<file path="src/rtl/vr_vc_credit_arbiter_if.sv">
// ---------------------------------------------------------------------------
// vr_vc_credit_arbiter_if
// Bundles the requester-side valid/ready bus and the credit-based output link
// of vr_vc_credit_arbiter.
//
// Signals:
//   s_data_i   [N_PORTS*DATA_WIDTH] requester payloads, port i at [i*DATA_WIDTH +: DATA_WIDTH]
//   s_valid_i  [N_PORTS]            per-port valid
//   s_ready_o  [N_PORTS]            per-port ready (one-hot or zero)
//   m_data_o   [DATA_WIDTH]         registered payload to the link
//   m_valid_o                       one-cycle valid per transferred word
//   m_credit_i                      one-cycle pulse returning one credit
//   err_o                           sticky credit-overflow flag
//
// Modports:
//   master : the environment side (drives requests and credits)
//   slave  : the arbiter side
// ---------------------------------------------------------------------------
interface vr_vc_credit_arbiter_if #(
    parameter int DATA_WIDTH = 8,
    parameter int N_PORTS    = 4
);
    logic [N_PORTS*DATA_WIDTH-1:0] s_data_i;
    logic [N_PORTS-1:0]            s_valid_i;
    logic [N_PORTS-1:0]            s_ready_o;
    logic [DATA_WIDTH-1:0]         m_data_o;
    logic                          m_valid_o;
    logic                          m_credit_i;
    logic                          err_o;

    modport master (
        output s_data_i, s_valid_i, m_credit_i,
        input  s_ready_o, m_data_o, m_valid_o, err_o
    );

    modport slave (
        input  s_data_i, s_valid_i, m_credit_i,
        output s_ready_o, m_data_o, m_valid_o, err_o
    );
endinterface

</file>
<file path="src/rtl/vr_vc_credit_arbiter.sv">
// ---------------------------------------------------------------------------
// vr_vc_credit_arbiter
// Round-robin arbiter from N_PORTS valid/ready requesters onto a single
// credit-based link. A word is accepted only while a credit is held; the
// accepted word is presented on the link one cycle later.
//
// Ports:
//   clk    : single clock, all state updates on the rising edge
//   rst_n  : synchronous active-low reset
//   bus    : vr_vc_credit_arbiter_if.slave (requester bus, link, err flag)
//
// Parameters:
//   DATA_WIDTH : payload width per port
//   N_PORTS    : number of requesters (2..16)
//   CREDIT_NUM : receiver buffer depth = initial credit count (1..15)
//
// Configuration macro:
//   VR_VC_ARB_CREDIT_CHECK_EN : when defined, a credit returned while the
//   counter is already full sets the sticky err_o flag. When undefined,
//   err_o is tied low and such a credit is simply dropped.
// ---------------------------------------------------------------------------
module vr_vc_credit_arbiter #(
    parameter int DATA_WIDTH = 8,
    parameter int N_PORTS    = 4,
    parameter int CREDIT_NUM = 2
) (
    input  logic                     clk,
    input  logic                     rst_n,
    vr_vc_credit_arbiter_if.slave    bus
);
    localparam int CW = $clog2(CREDIT_NUM + 1);
    localparam int PW = $clog2(N_PORTS);

    logic [CW-1:0]         count_reg;
    logic [PW-1:0]         last_grant_reg;
    logic                  m_valid_reg;
    logic [DATA_WIDTH-1:0] m_data_reg;

    logic [PW-1:0]         cand_idx [N_PORTS];
    logic [N_PORTS-1:0]    cand_valid;
    logic [DATA_WIDTH-1:0] port_data [N_PORTS];
    logic [PW-1:0]         grant_idx;
    logic                  grant_hit;
    logic [N_PORTS-1:0]    ready;
    logic                  xfer;

    // Candidate gi is the port gi+1 places after the last grant, so the
    // candidate list is already in round-robin priority order.
    generate
        for (genvar gi = 0; gi < N_PORTS; gi++) begin : g_cand
            assign cand_idx[gi]   = PW'((int'(last_grant_reg) + gi + 1) % N_PORTS);
            assign cand_valid[gi] = bus.s_valid_i[cand_idx[gi]];
            assign port_data[gi]  = bus.s_data_i[gi*DATA_WIDTH +: DATA_WIDTH];
        end
    endgenerate

    // Lowest-numbered valid candidate wins; scanning downward lets the last
    // hit overwrite earlier ones without a separate found flag.
    always_comb begin
        grant_hit = 1'b0;
        grant_idx = last_grant_reg;
        for (int i = N_PORTS - 1; i >= 0; i--) begin
            if (cand_valid[i]) begin
                grant_hit = 1'b1;
                grant_idx = cand_idx[i];
            end
        end
    end

    // Ready looks only at registered credit state, never at m_credit_i, so a
    // credit returned at zero count re-enables ready one cycle later.
    always_comb begin
        ready = '0;
        if (rst_n && (count_reg != '0) && grant_hit) begin
            ready[grant_idx] = 1'b1;
        end
    end

    assign xfer = |(ready & bus.s_valid_i);

    always_ff @(posedge clk) begin
        if (!rst_n) begin
            count_reg      <= CW'(CREDIT_NUM);
            last_grant_reg <= PW'(N_PORTS - 1);
            m_valid_reg    <= 1'b0;
            m_data_reg     <= '0;
        end else begin
            m_valid_reg <= xfer;
            if (xfer) begin
                m_data_reg     <= port_data[grant_idx];
                last_grant_reg <= grant_idx;
            end
            // Transfer plus credit in the same cycle cancels out; a credit at
            // full count saturates. A transfer is impossible at zero count.
            if (xfer && !bus.m_credit_i) begin
                count_reg <= count_reg - CW'(1);
            end else if (!xfer && bus.m_credit_i && (count_reg != CW'(CREDIT_NUM))) begin
                count_reg <= count_reg + CW'(1);
            end
        end
    end

`ifdef VR_VC_ARB_CREDIT_CHECK_EN
    logic err_reg;
    logic overflow;

    assign overflow = !xfer && bus.m_credit_i && (count_reg == CW'(CREDIT_NUM));

    always_ff @(posedge clk) begin
        if (!rst_n) begin
            err_reg <= 1'b0;
        end else if (overflow) begin
            err_reg <= 1'b1;
        end
    end

    assign bus.err_o = err_reg;
`else
    assign bus.err_o = 1'b0;
`endif

    assign bus.s_ready_o = ready;
    assign bus.m_valid_o = m_valid_reg;
    assign bus.m_data_o  = m_data_reg;

endmodule

</file>
<file path="src/flat_wrapper.sv">
// flat-port wrapper written by rule: the top's interface ports become plain ports
module vr_vc_credit_arbiter_flat 
#(
    parameter int DATA_WIDTH = 8,
    parameter int N_PORTS    = 4,
    parameter int CREDIT_NUM = 2
)
  (clk, rst_n, bus_s_data_i, bus_s_valid_i, bus_m_credit_i, bus_s_ready_o, bus_m_data_o, bus_m_valid_o, bus_err_o);
  vr_vc_credit_arbiter_if #(.DATA_WIDTH(DATA_WIDTH), .N_PORTS(N_PORTS)) bus_i ();
  input  logic clk;
  input  logic rst_n;
  input wire logic [$bits(bus_i.s_data_i)-1:0] bus_s_data_i;
  input wire logic [$bits(bus_i.s_valid_i)-1:0] bus_s_valid_i;
  input wire logic [$bits(bus_i.m_credit_i)-1:0] bus_m_credit_i;
  output wire logic [$bits(bus_i.s_ready_o)-1:0] bus_s_ready_o;
  output wire logic [$bits(bus_i.m_data_o)-1:0] bus_m_data_o;
  output wire logic [$bits(bus_i.m_valid_o)-1:0] bus_m_valid_o;
  output wire logic [$bits(bus_i.err_o)-1:0] bus_err_o;
  assign bus_i.s_data_i = bus_s_data_i;
  assign bus_i.s_valid_i = bus_s_valid_i;
  assign bus_i.m_credit_i = bus_m_credit_i;
  assign bus_s_ready_o = bus_i.s_ready_o;
  assign bus_m_data_o = bus_i.m_data_o;
  assign bus_m_valid_o = bus_i.m_valid_o;
  assign bus_err_o = bus_i.err_o;
  vr_vc_credit_arbiter #(.DATA_WIDTH(DATA_WIDTH), .N_PORTS(N_PORTS), .CREDIT_NUM(CREDIT_NUM)) u_core (.clk(clk), .rst_n(rst_n), .bus(bus_i));
endmodule
</file>
<file path="config.mk">
export PLATFORM = sky130hd
export DESIGN_NAME = vr_vc_credit_arbiter_flat
export DESIGN_NICKNAME = d
export VERILOG_FILES = /design/src/rtl/vr_vc_credit_arbiter_if.sv /design/src/rtl/vr_vc_credit_arbiter.sv /design/src/flat_wrapper.sv
export SDC_FILE = /design/constraint.sdc
export NUM_CORES = 1
export LEC_CHECK = 0
export CAP_MARGIN = 40
export CELL_PAD_IN_SITES_DETAIL_PLACEMENT = 1
export CELL_PAD_IN_SITES_GLOBAL_PLACEMENT = 1
export CORE_MARGIN = 5
export CORE_UTILIZATION = 30
export CTS_CLUSTER_SIZE = 24
export DETAILED_ROUTE_END_ITERATION = 10
export GPL_TIMING_DRIVEN = 1
export PLACE_DENSITY_LB_ADDON = 0.1
export REMOVE_ABC_BUFFERS = 1
export SLEW_MARGIN = 20
export SYNTH_ARGS = -nofsm -noshare
export SYNTH_HDL_FRONTEND = slang
export SYNTH_SLANG_ARGS = --single-unit
</file>
<file path="constraint.sdc">
create_clock -name clk -period 2.4 [get_ports clk]
set_input_delay 0.36 -clock clk [delete_from_list [all_inputs] [get_ports clk]]
set_output_delay 0.36 -clock clk [all_outputs]
set_load 0.01 [all_outputs]
</file>
==> reports/results.txt <==
Status - complete, no violations
Htree depth - 1
Worst slack, placed - -104 ps
Setup violators final - 0
WS Path Type - in -> reg
Endpoints failing hold - 0
Final Util - 0.545
Top_reg_cell synth - dfxtp_1
Syn-to-layout area delta - 71.1%
Post-synth top area share - 0.263
Largest net degree at the start of global routing - 13
Initial core utilization - 0.319
Clk_skew - 11.0 ps
ANT nets after route - 0
Gr usage total - 0.165
Met3 GRT Util - 0.0383
Inserted Clock Buffers - 3
Clock slew at reported path FFs - 80 ps
# clock sinks - 13
Seq cells post-synth - 13
Rows - 20
Synth area leaders - dfxtp_1 26%, a221oi_2 12%, a211oi_2 10%
Period minus WS final - 2270 ps
Power Density - 475 mW/mm^2
Switch share - 0.347
Design Power - 0.000803 W
Die area - 0.00454 sq mm
Die Width - 67.4 microns
Fmax - 440 MHz
Critical-path cell list - clkdlybuf4s50_1 -> nor2b_4 -> o21ai_2 -> o21ai_1 -> buf_4 -> buf_4 -> buf_4 -> buf_4 -> buf_4 -> and2_2 -> nand3b_1
Top post-synthesis cells by count - 13 x dfxtp_1, 12 x o21ai_0, 10 x and2_1
Pleak - 0.710 nW
Most common cell in the netlist - dfxtp_1
DRT Pass-1 Iters - 4
Setup TNS - 0 ps
Number of I/O pins - 53
Layout cell share with drive strength beyond 1 - 0.292
Syn Area/Cell - 9.88 sq um
GRT met1 Usage - 0.204
Nets - 208
Max reg flops - 8
Most used cell, CP - buf_4
Combinational power share - 0.489
Routability cong. - 0.756
Root Buffer - clkbuf_4
Core ar. - 0.00310 sq mm
Final Max Tran Viols - 0
Worst Path Required - 2570 ps
Unrepaired setup endpoints after global routing - no
FFs w/ async S/R, synth - 0
Largest area contributor in the netlist - dfxtp_1
Sequential fraction of the synthesis area - 0.263
Vias per std cell - 5.05
Library cells used by synthesis - 34
CP max stage delay - 460 ps
Min-Delay Path Class - reg -> reg
Number of remaining DRC errors - 0
Deepest clock path buffer count - 2
Vias in the first global route - 1161
Antenna cell count - 0
Period utilisation layout - 0.946
CTS tree - built
Met2 Use GR - 0.283
Clk Latency, worst-skew pair - 280 ps
MaxCap Viol Count - 0
Post-Syn Instances - 100
Post-synth EDFFs - 0
PortBufs - 51
Slowest-stage cell, CP - clkdlybuf4s50_1
Grt ovf - 0
Critical Path Fanout Max - 9
Busiest grt layer - met2
Clock network power share - 0.180
Syn Std Cell Area - 988 sq um
CP arrival - 2440 ps
Sequential share of power - 0.331
Max IR drop VDD - 0.214 mV
Ys Warns - 0
First-pass GRT wire length - 5.54 mm
Sw Pwr - 0.000279 W
Int Power - 0.000525 W
DRT iter0 DRCs - 38
Cell family with most CP delay - buffers and inverters
HPWL after detailed placement - 2.80 mm
Die Height - 67.4 microns
WP buf/inv - 6
Wire length per cell - 16.9 microns
Startpoint types - input pin
Setup WS post-layout - 129 ps
Detailed Route WL - 3.59 mm
Crit end category - flip-flop
Initial antenna violation count - 0
Via count - 1071
final timing paths:
path	depth (start not counted)	slack (ps)	from	end
max	11	130	bus_s_valid_i[3]	u_core.last_grant_reg[1]
min	2	570	u_core.last_grant_reg[0]	u_core.last_grant_reg[0]
max reg2reg	10	350	u_core.last_grant_reg[0]	u_core.last_grant_reg[1]
min reg2reg	2	570	u_core.last_grant_reg[0]	u_core.last_grant_reg[0]
power groups by stage:
stage | Combinational, W | Clock (W) | Sequential [W]
after global placement | 0.000367 | 0 | 0.000268
after floorplan | 0.000164 | 0 | 0.000275
final | 0.000393 | 0.000145 | 0.000266
after CTS | 0.000395 | 0.000152 | 0.000265
after global routing | 0.000423 | 0.000158 | 0.000270
after detailed placement | 0.000376 | 0 | 0.000270
what timing repair did:
| action | CTS | global route |
|---|---|---|
| hold buffers | 0 | 0 |
| gates resized for setup | 7 | 4 |
| pin swaps | 1 | 1 |
| hold endpoints to repair | 0 | 0 |
| setup buffers | 5 | 0 |
| endpoints found under the setup margin | 4 | 10 |
worst reg2reg max path, cell delays in order, from the launching register on:
cell      delay [ps]
dfxtp_1          410
nor2b_4           70
o21ai_2          200
o21ai_1          130
buf_4            160
buf_4            120
buf_4            120
buf_4            120
buf_4            110
and2_2           290
nand3b_1         190
routing by layer:
metal / vias to the layer above / part of all wire
li1: 517 / -
met1: 505 / 0.42
met2: 45 / 0.49
met3: 4 / 0.082
met4: 0 / 0.010
met5: - / 0
cell families after synthesis:
kind of cell	after synthesis	share of synthesized area
muxes	8	0.0810
other	1	0.00379
buffers and inverters	7	0.0544
DFF	13	0.263
and+or+nand+nor	33	0.219
xor gates and xnor gates	1	0.00886
AOI/OAI and AO/OA	37	0.370
cell type report:
class / count / area [sq um]
Sequential cell: 13 / 260
Timing Repair Buffer: 71 / 663
Multi-Input combinational cell: 80 / 687
Fill cell: 390 / 1410
Clock buffer: 4 / 26.3
Tap cell: 44 / 55.1
stage by stage:
stage | instance area [sq um] | hold slack [ps] | cells
after detailed placement | 1610 | 567 | 203
after global placement | 1610 | 540 | 203
final | 1690 | 572 | 212
after global routing | 1690 | 601 | 212
after CTS | 1680 | 580 | 212
after floorplan | 935 | 431 | 93
placed cells by master (no fill, tap or decap), types with 2 or more instances in the layout:
cell and count:
a211oi_2 8, and3_1 2, nor2_1 5, mux2i_1 8, dlymetal6s2s_1 3, and2_1 9, dfxtp_1 13, nand2_1 3
buf_4 20, dlygate4sd2_1 4, clkdlybuf4s50_1 44, clkbuf_4 3, nand2b_1 2, a221oi_2 8, o21ai_0 12
Power figures use the tool's default switching activity.
